`src/rtl/jtag_dr_scan_path.sv`:
```
// jtag_dr_scan_path
//   Data-register scan path for the JTAG test port. It holds the bypass,
//   IDCODE, boundary-scan (BSR) and user data registers. The current
//   instruction selects one register, and that register is shifted between
//   tdi and tdo under the TAP capture/shift/update strobes. Boundary cells
//   have update latches, and an EXTEST mux lets scan drive the pads.
//
// Parameters
//   IR_WIDTH      instruction width (>= 3)
//   BSR_LENGTH    number of boundary-scan cells (>= 1)
//   USER_WIDTH    user data register length (>= 1)
//   IDCODE_VALUE  device ID; bit 0 is always captured as 1
//
// Ports
//   clk            TCK; all state changes on the rising edge
//   reset          asynchronous, active-low; clears all state
//   capture        Capture-DR strobe (one cycle)
//   shift          Shift-DR level
//   update         Update-DR strobe (one cycle)
//   tdi            serial in
//   instruction    current IR contents
//   pins_in        values sampled from the pads
//   core_out       functional core values destined for the pads
//   pins_out       values driven to the pads
//   user_data      user register update latch
//   user_strobe    one-cycle pulse after a user-register update
//   extest_active  high while EXTEST is decoded
//   tdo            serial out; bit 0 of the selected register

module jtag_dr_scan_path #(
  parameter int unsigned IR_WIDTH     = 4,
  parameter int unsigned BSR_LENGTH   = 8,
  parameter int unsigned USER_WIDTH   = 16,
  parameter logic [31:0] IDCODE_VALUE = 32'h1000_0001
) (
  input  logic                  clk,
  input  logic                  reset,
  input  logic                  capture,
  input  logic                  shift,
  input  logic                  update,
  input  logic                  tdi,
  input  logic [IR_WIDTH-1:0]   instruction,
  input  logic [BSR_LENGTH-1:0] pins_in,
  input  logic [BSR_LENGTH-1:0] core_out,
  output logic [BSR_LENGTH-1:0] pins_out,
  output logic [USER_WIDTH-1:0] user_data,
  output logic                  user_strobe,
  output logic                  extest_active,
  output logic                  tdo
);

  if (IR_WIDTH < 3) begin : g_bad_ir
    $error("jtag_dr_scan_path: IR_WIDTH must be at least 3");
  end
  if (BSR_LENGTH < 1) begin : g_bad_bsr
    $error("jtag_dr_scan_path: BSR_LENGTH must be at least 1");
  end
  if (USER_WIDTH < 1) begin : g_bad_user
    $error("jtag_dr_scan_path: USER_WIDTH must be at least 1");
  end

  typedef enum logic [1:0] {
    SEL_BYPASS,
    SEL_BSR,
    SEL_IDCODE,
    SEL_USER
  } dr_sel_e;

  dr_sel_e               sel;
  logic                  do_capture;
  logic                  do_shift;
  logic                  do_update;

  logic                  bypass_reg;
  logic [31:0]           idcode_reg;
  logic [BSR_LENGTH-1:0] bsr_shift;
  logic [BSR_LENGTH-1:0] bsr_latch;
  logic [USER_WIDTH-1:0] user_shift;

  // Instruction decode. All-ones and every unassigned code fall through to
  // BYPASS.
  always_comb begin
    sel           = SEL_BYPASS;
    extest_active = 1'b0;
    if (instruction == '1) begin
      sel = SEL_BYPASS;
    end else if (instruction == IR_WIDTH'(0)) begin
      sel           = SEL_BSR;
      extest_active = 1'b1;
    end else if (instruction == IR_WIDTH'(1)) begin
      sel = SEL_BSR;
    end else if (instruction == IR_WIDTH'(2)) begin
      sel = SEL_IDCODE;
    end else if (instruction == IR_WIDTH'(3)) begin
      sel = SEL_USER;
    end
  end

  // Only one action per cycle: capture beats shift, and shift beats update.
  always_comb begin
    do_capture = capture;
    do_shift   = shift & ~capture;
    do_update  = update & ~capture & ~shift;
  end

  always_ff @(posedge clk or negedge reset) begin
    if (!reset) begin
      bypass_reg <= 1'b0;
    end else if (sel == SEL_BYPASS) begin
      if (do_capture) begin
        bypass_reg <= 1'b0;
      end else if (do_shift) begin
        bypass_reg <= tdi;
      end
    end
  end

  always_ff @(posedge clk or negedge reset) begin
    if (!reset) begin
      idcode_reg <= '0;
    end else if (sel == SEL_IDCODE) begin
      if (do_capture) begin
        idcode_reg <= IDCODE_VALUE | 32'd1;
      end else if (do_shift) begin
        idcode_reg <= {tdi, idcode_reg[31:1]};
      end
    end
  end

  // The BSR holds a shift stage and a separate update latch. The latch keeps
  // its value while the shift stage is scanned, so SAMPLE/PRELOAD can stage
  // pad values before EXTEST starts driving them.
  always_ff @(posedge clk or negedge reset) begin
    if (!reset) begin
      bsr_shift <= '0;
      bsr_latch <= '0;
    end else if (sel == SEL_BSR) begin
      if (do_capture) begin
        bsr_shift <= pins_in;
      end else if (do_shift) begin
        if (BSR_LENGTH > 1) begin
          bsr_shift <= {tdi, bsr_shift[BSR_LENGTH-1:1]};
        end else begin
          bsr_shift <= tdi;
        end
      end else if (do_update) begin
        bsr_latch <= bsr_shift;
      end
    end
  end

  // User register. Capture reads back the update latch. The strobe is
  // registered, so it is high in the cycle after the latch is written.
  always_ff @(posedge clk or negedge reset) begin
    if (!reset) begin
      user_shift  <= '0;
      user_data   <= '0;
      user_strobe <= 1'b0;
    end else begin
      user_strobe <= (sel == SEL_USER) && do_update;
      if (sel == SEL_USER) begin
        if (do_capture) begin
          user_shift <= user_data;
        end else if (do_shift) begin
          if (USER_WIDTH > 1) begin
            user_shift <= {tdi, user_shift[USER_WIDTH-1:1]};
          end else begin
            user_shift <= tdi;
          end
        end else if (do_update) begin
          user_data <= user_shift;
        end
      end
    end
  end

  always_comb begin
    tdo = bypass_reg;
    case (sel)
      SEL_BSR:    tdo = bsr_shift[0];
      SEL_IDCODE: tdo = idcode_reg[0];
      SEL_USER:   tdo = user_shift[0];
      default:    tdo = bypass_reg;
    endcase
  end

  always_comb begin
    pins_out = extest_active ? bsr_latch : core_out;
  end

endmodule

```
`config.mk`:
```
export PLATFORM = sky130hd
export DESIGN_NAME = jtag_dr_scan_path
export DESIGN_NICKNAME = d
export VERILOG_FILES = /design/src/rtl/jtag_dr_scan_path.sv
export SDC_FILE = /design/constraint.sdc
export NUM_CORES = 1
export LEC_CHECK = 0
export BUFFER_PORTS_ARGS = -buffer_cell sky130_fd_sc_hd__buf_4
export CORE_MARGIN = 1
export CORE_UTILIZATION = 30
export DETAILED_ROUTE_END_ITERATION = 8
export SETUP_SLACK_MARGIN = 0.15
export SLEW_MARGIN = 20
export SYNTH_ARGS = -nofsm -noshare
export SYNTH_HDL_FRONTEND = slang
export SYNTH_SLANG_ARGS = --single-unit
```
`constraint.sdc`:
```
create_clock -name clk -period 2.45 [get_ports clk]
set_input_delay 0.1225 -clock clk [delete_from_list [all_inputs] [get_ports clk]]
set_output_delay 0.1225 -clock clk [all_outputs]
set_load 0.01 [all_outputs]
```
======== After elaboration in Yosys (flattened, before gate mapping) ========
Cells that the tools add are included.
W data, S select, Z words.
word-level totals
  input bits .............................. 26
  output and inout port bits .............. 27
  word-level logic and storage cells ...... 47
  flip-flop bits (word level) ............. 82
operators by class
  reductions and logical operators ........ 10
  multiplexer cells ....................... 17
  eq/ne operators ......................... 7
  bitwise logic cells ..................... 6
operators with widths
  cell                  number
  $mux W32              2
  $mux W16              2
  $mux W8               3
  $mux W2               5
  $eq A4 B2 Y1 const B  2
  $reduce_and A2 Y1     4
  $reduce_and A4 Y1     2
  $eq A2 B2 Y1 const B  2
  $eq A4 B1 Y1 const B  1
  $eq A4 B4 Y1 const B  1
  $logic_not A4 Y1      1
  $mux W1               4
  $and A1 B1 Y1         3
  $not A1 Y1            3
  $pmux W1 S3           1
  $eq A2 B1 Y1 const B  1
  $logic_not A2 Y1      1
  $reduce_bool A2 Y1    1
  $logic_and A1 B1 Y1   1

======== Logic depth before layout (Yosys ltp) ========
Gate-level depths: netlist (run 1).
  depth in word-level cells ............... 8
  gate-level depth with buffers ........... 5
  depth with buffers taken out ............ 3

======== Least setup slack after synthesis (run 1) ========
Ideal clock, no wire load.
  path type ............................... input to register
  start ................................... in instruction[3]
  end ..................................... reg idcode_reg[13]
  setup slack ............................. 0.954 ns
  buffers on the path ..................... 2
  data arrival time ....................... 1.370 ns
  cell stages on the path ................. 5
  cell sequence ........................... or2_0 buf_6 nor4b_4 buf_6 mux2_4
on the way
  cells in the longest elaborated chain, start to end .. 8
RTL lines
  element                                 line  source
  from (decl)                             42    input logic [IR_WIDTH-1:0] instruction,
  $eq A4 B2 Y1                            94    end else if (instruction == IR_WIDTH'(3)) begin
  $mux W2                                 94
  $mux W2                                 92    end else if (instruction == IR_WIDTH'(2)) begin
  $mux W2                                 90    end else if (instruction == IR_WIDTH'(1)) begin
  $mux W2                                 87    end else if (instruction == IR_WIDTH'(0)) begin
  $mux W2 (*)                             85    if (instruction == '1) begin
  $eq A2 B2 Y1 (*)                        121   end else if (sel == SEL_IDCODE) begin
  $reduce_and A2 Y1 (no source line) (*)  n/a
  to (signal assigned)                    123   idcode_reg <= IDCODE_VALUE | 32'd1;
  to (signal assigned)                    125   idcode_reg <= {tdi, idcode_reg[31:1]};
  to (decl)                               75    logic [31:0] idcode_reg;
Mark *: on every way between the ends. The rest lies on a longest branch, timed or not.
A chain may end at the register's enable or synchronous reset.

======== Final worst setup path (run 1) ========
  start ................................... in instruction[3]
  end ..................................... out pins_out[0]
on the way
  cells in the longest elaborated chain, start to end .. 4
RTL lines
  element           line  source
  $logic_not A4 Y1  87
  $mux W1           87
  $mux W1 (*)       85
  $mux W8 (*)       188   pins_out = extest_active ? bsr_latch : core_out;
  to (decl)         45    output logic [BSR_LENGTH-1:0] pins_out,
Marked as above.

==> impl_results.md, run 1 <==
* Seq/Total Area, Yosys at 0.5351
* CTS Root Cell: clkbuf_16
* Setup TNS Final at 0 ps
* Worst vdd ir at 434.3 µV
* Largest family of logic cells by synthesized area: multiplexers
* First-pass GRT wire length at 11520 µm
* Total GRT Usage at 0.1131
* R2R Setup Slk at 1400 ps
* Critical Path Max Stage Delay at 480 ps
* Hold Path Depth at 3
* Initial antenna violation count at 0
* Compound-Gate Fraction of Synth Area at 0.006852
* Worst path depth at 5
* Final instance area at 4750 µm²
* Mean Syn Cell Area at 14.58 µm²
* Total iterations of the first detailed-routing run at 4
* Crit path DAT at 1720 ps
* TritonCTS Buffers at 9
* PnR worst setup slack at 603.7 ps
* Worst-path clk slew at 60 ps
* Worst-Margin Slew at 776.2 ps
* Crit path top cell by count: buf_4
* CP Cell Sequence: buf_4 > or2_0 > nor3_4 > mux2_2 > buf_4
* MaxCap Viol Count at 0
* Worst reg2reg path depth at 2
* Initial Util at 0.3140
* Mapped cell area at 3835 µm²
* Number of flip-flops in the largest register at 32
* CTS max path bufs at 2
* Multi-input logic area at 1678 µm²
* Adder-Cell Fraction of Synth Area at 0
* Reg area at 2052 µm²
* WL final at 6756 µm
* Starting DRT DRC Count at 102
* HP Class: in2reg
* Worst setup SP type: input pin
* Highest Signal Layer: met4
* Largest delay contributor family on the critical path: simple AND/OR/NAND/NOR gates
* H-tree depth at 3
* Final clock skew at 3.050 ps
* Critical path's slowest cell: nor3_4
* Final core utilization at 0.3889
* Routed wire length on met3 at 384 µm
* Synthesized flop and latch total at 82
* GPL Wtd Cong at 0.7185
* Pwr dens at 711.7 nW/µm²
* WL met2 at 3195 µm
* Post-synthesis mux area share at 0.3413
* Wirelength per Cell at 13.76 µm
* Clock Latency Late Sink at 330 ps
* Crit path required time at 2330 ps
* Area after DPL at 4400 µm²
* Final worst path period share at 0.7536
* Leakage power total at 2.314 nW
* Core footprint at 12210 µm²
* Gr ovfl total at 0
* Postcts setup bufs at 0
* DRT met1 WL at 3115 µm
* I/O pin count at 53
* Ant diodes at 0
* Final Max Tran Viols at 0
* CTS tree: done
* Slew Limit Headroom at 0.4825
* Number of global-route vias before repair at 2347
* Antenna-violating nets left at 0
* Syn nets at 289
* Layout area overhead at 23.85%
* Final Hold Viols at 0
* RSZ-0062 raised after global routing: false
* I/O Buffers at 52
* Die Y-Extent at 115.1 µm
* YS warnings at 0
* Share of layout cells above drive strength 1 at 0.5728
* Total Die Area at 13240 µm²
* Worst slack, placed at 548.2 ps
* Netlist cell types at 25
* Vias at 2181
* Fillers at 1218
* Crit Path Class: in2out
* Post-DP HPWL at 4299 µm
* Final Setup Violations at 0
* DRC viols at 0
* Site Rows at 40
* Fin nets at 344
* Outcome: finished, final reports clean
* Buf/Inv on CP at 2
* XOR/XNOR Fraction of Synth Area at 0
* Largest net degree at the start of global routing at 58
* Simple-Gate Fraction of Synth Area at 0.08940
* FMAX at 541.6 MHz
* Routed vias/inst at 4.442
* CP Max Fanout at 9
* CP Capture Type: output pin
* Die width at 115.1 µm
* Clock sinks at 82
* Mapped Cells at 263
* Fin crit period at 1846 ps
## worst reg2reg max path, cell delays in order, from the launching register on
cell and delay [ps]:
dfrtp_1 410, mux2_2 270, mux2_2 260
## area by class of cell
class / instances / share of cell area
Timing Repair Buffer: 57 / 0.09589
Sequential cell: 82 / 0.4320
Clock buffer: 12 / 0.05611
Multi-Input combinational cell: 164 / 0.3533
Clock inverter: 4 / 0.01528
Inverter: 4 / 0.003161
Tap cell: 168 / 0.04426
## cell usage after synthesis
library cell	count	share of area
nand4_2	1	0.0033
a31oi_1	1	0.0016
nand2b_1	1	0.0016
a21o_1	1	0.0020
clkbuf_2	1	0.0013
or2_0	1	0.0016
clkbuf_1	5	0.0049
nor3_4	2	0.0085
nand4b_1	1	0.0023
mux2_4	17	0.067
buf_2	2	0.0026
mux2i_1	4	0.010
and2_1	1	0.0016
o21ai_0	1	0.0013
nor4b_4	1	0.0062
dfrtp_1	82	0.54
mux2_2	90	0.26
nor2_4	1	0.0029
inv_1	4	0.0039
nand2_1	5	0.0049
nor2_1	6	0.0059
a211oi_1	1	0.0020
nor2b_1	28	0.046
nor3b_4	1	0.0049
buf_6	5	0.015
## placed cells by master, fill, tap and decap left out
master,instances
dlygate4sd3_1,1
clkinvlp_4,1
mux2_4,17
nor4b_4,1
nor3b_4,1
mux2_2,90
nor2_1,6
nand4_2,1
a21o_1,1
nor2_4,1
nand4b_1,1
dfrtp_1,82
nor3_4,2
or2_0,1
clkbuf_16,9
o21ai_0,1
and2_1,1
nand2b_1,1
bufinv_16,2
a211oi_1,1
buf_12,2
clkinv_2,1
buf_4,54
a31oi_1,1
nand2_1,5
mux2i_1,4
clkbuf_8,3
nor2b_1,28
inv_1,4
## logic make-up after synthesis
| logic type | after synthesis |
|---|---|
| AND/OR/NAND/NOR | 49 |
| AO/OA/AOI/OAI | 4 |
| flip-flops | 82 |
| multiplexers | 111 |
| buffers and inverters | 17 |
## per-layer routing
layer | vias up | track usage
met2 | 51 | 0.1771
met4 | 0 | 0.04156
li1 | 1024 | -
met5 | - | 0
met3 | 7 | 0.04533
met1 | 1099 | 0.1407
## what timing repair did
item	4_1_cts	5_1_grt
hold endpoints to repair	38	0
resized for setup	0	0
hold buffers	1	0
## power breakdown
group          total (W)  switching, W  internal [W]  leakage [nW]
Clock            0.00149      0.000518      0.000974         0.165
Sequential       0.00155     0.0000691       0.00148          1.11
Combinational   0.000341      0.000138      0.000203          1.04
Total            0.00338      0.000725       0.00265          2.31
## final timing paths
path                                            start                    endpoint
max                                    instruction[3]                 pins_out[0]
min                                               tdi      bypass_reg$_DFFE_PN0P_
max reg2reg                  user_data[0]$_DFFE_PN0P_   user_shift[0]$_DFFE_PN0P_
min reg2reg                idcode_reg[23]$_DFFE_PN0P_  idcode_reg[23]$_DFFE_PN0P_
max in group asynchronous                       reset    user_data[7]$_DFFE_PN0P_
min in group asynchronous                       reset  idcode_reg[17]$_DFFE_PN0P_
## through the flow
| stage | total power, W | std cells | hold slack (ps) |
|---|---|---|---|
| floorplan | 0.001785 | 263 | -173.1 |
| global placement | 0.001908 | 474 | 135.0 |
| detailed placement | 0.001920 | 474 | 140.8 |
| CTS | 0.003439 | 491 | 113.8 |
| global route | 0.003538 | 491 | 149.0 |
| finish | 0.003380 | 491 | 125.7 |
Power figures use the tool's default switching activity.
==> run 2, diff against run 1 <==
==> constraint.sdc (replaced) <==
create_clock -name clk -period 1.9 [get_ports clk]
set_input_delay 0.095 -clock clk [delete_from_list [all_inputs] [get_ports clk]]
set_output_delay 0.095 -clock clk [all_outputs]
set_load 0.01 [all_outputs]
==> impl_results.md, run 2 (synthesis results as in run 1) <==
* Outcome: finished, final reports clean
* Crit Path Class: in2out
* Leakage power total at 2.323 nW
* Hold Path Depth at 3
* Gr ovfl total at 0
* H-tree depth at 3
* Number of global-route vias before repair at 2252
* Ant diodes at 0
* Fillers at 1190
* Slew Limit Headroom at 0.5662
* HP Class: in2reg
* WHS at 93.32 ps
* Initial antenna violation count at 0
* I/O pin count at 53
* CTS tree: done
* Total GRT Usage at 0.1085
* Setup TNS Final at 0 ps
* Post-cts sizing count at 0
* Final Setup Violations at 0
* Commonest non-fill, non-tap cell in the layout: mux2_2
* CP Capture Type: output pin
* Final clock skew at 4.697 ps
* Worst-Margin Slew at 649.1 ps
* Share of layout cells above drive strength 1 at 0.5736
* Final worst path period share at 0.7891
* Final instance area at 4766 µm²
* MaxCap Viol Count at 0
* WL final at 6782 µm
* Fin nets at 347
* Worst reg2reg path depth at 2
* CP Max Fanout at 9
* Crit path DAT at 1400 ps
* Most frequent cells in the layout: mux2_2 (90), dfrtp_1 (82), buf_4 (56)
* Total iterations of the first detailed-routing run at 4
* DRC viols at 0
* Antenna-violating nets left at 0
* Site Rows at 40
* Routed vias/inst at 4.474
* Number of flip-flops in the largest register at 32
* Fin crit period at 1499 ps
* Clock Latency Late Sink at 330 ps
* Clock sinks at 82
* First-pass GRT wire length at 11210 µm
* I/O Buffers at 52
* Worst vdd ir at 464.8 µV
* Wirelength per Cell at 13.73 µm
* Initial Util at 0.3140
* Worst setup SP type: input pin
* Worst-path clk slew at 60 ps
* Die Y-Extent at 115.1 µm
* Vias at 2210
* Pwr dens at 898.3 nW/µm²
* Final Max Tran Viols at 0
* Post-DP HPWL at 4388 µm
* Die width at 115.1 µm
* Area after DPL at 4436 µm²
* CTS Root Cell: clkbuf_16
* Total Die Area at 13240 µm²
* Final Hold Viols at 0
* Crit path required time at 1800 ps
* CTS max path bufs at 2
* Core footprint at 12210 µm²
* Starting DRT DRC Count at 81
* Largest net degree at the start of global routing at 48
* Layout area overhead at 24.27%
* TritonCTS Buffers at 9
* Final core utilization at 0.3903
* RSZ-0062 raised after global routing: false
* FMAX at 666.9 MHz
* GPL Wtd Cong at 0.7062
## run 2: changes by cell type in the layout (fill, tap and decap cells not counted), sizes merged
cell,previous run,this run
buf,56,59
clkbuf,12,11
clkinv,1,2
## run 2: per-stage QoR
stage / total power, W / worst slack [ps] / cells
after global placement: 0.002465 / 263.8 / 477
final: 0.004281 / 400.6 / 494
after floorplan: 0.002302 / 432.0 / 263
after global routing: 0.004478 / 358.2 / 494
after CTS: 0.004349 / 394.9 / 494
after detailed placement: 0.002480 / 156.0 / 477
## run 2: cell type report
type / count / area, µm² / share of cell area
timing repair buffer: 60 / 490.5 / 0.1029
inverter: 4 / 15.01 / 0.003150
clock buffer: 11 / 242.7 / 0.05093
clock inverter: 5 / 77.57 / 0.01628
tap: 168 / 210.2 / 0.04411
multi-input combinational: 164 / 1678 / 0.3521
sequential: 82 / 2052 / 0.4306
## run 2: power by group
group	total, W	switching [W]	internal, W	leakage, nW
logic	0.000448	0.000181	0.000267	1.06
registers	0.00199	0.0000859	0.00191	1.11
clock network	0.00184	0.000659	0.00118	0.156
## run 2: path summary, 6_finish.rpt
path | start | endpoint | slack, ps
min | tdi | bypass_reg$_DFFE_PN0P_ | 90
max | instruction[3] | pins_out[6] | 400
min in group asynchronous | reset | idcode_reg[19]$_DFFE_PN0P_ | 280
max reg2reg | user_data[0]$_DFFE_PN0P_ | user_shift[0]$_DFFE_PN0P_ | 850
min reg2reg | idcode_reg[10]$_DFFE_PN0P_ | idcode_reg[10]$_DFFE_PN0P_ | 500
max in group asynchronous | reset | idcode_reg[4]$_DFFE_PN0P_ | 1010
## run 2: layer usage
layer,global-route usage,vias to the layer above,share of wire
li1,-,1032,-
met1,0.1456,1123,0.48
met2,0.1671,49,0.46
met3,0.03426,6,0.057
met4,0.03377,0,0.0049
met5,0,-,0
## run 2: critical path, stage by stage
cell    delay [ps]
buf_4          110
or2_0          210
buf_4          190
nor3_4         110
buf_4          200
mux2_2         350
buf_4          140
## run 2: what timing repair did
action	in CTS	in global routing
hold endpoints to repair	35	0
hold buffers	1	0
buffers inserted	0	0
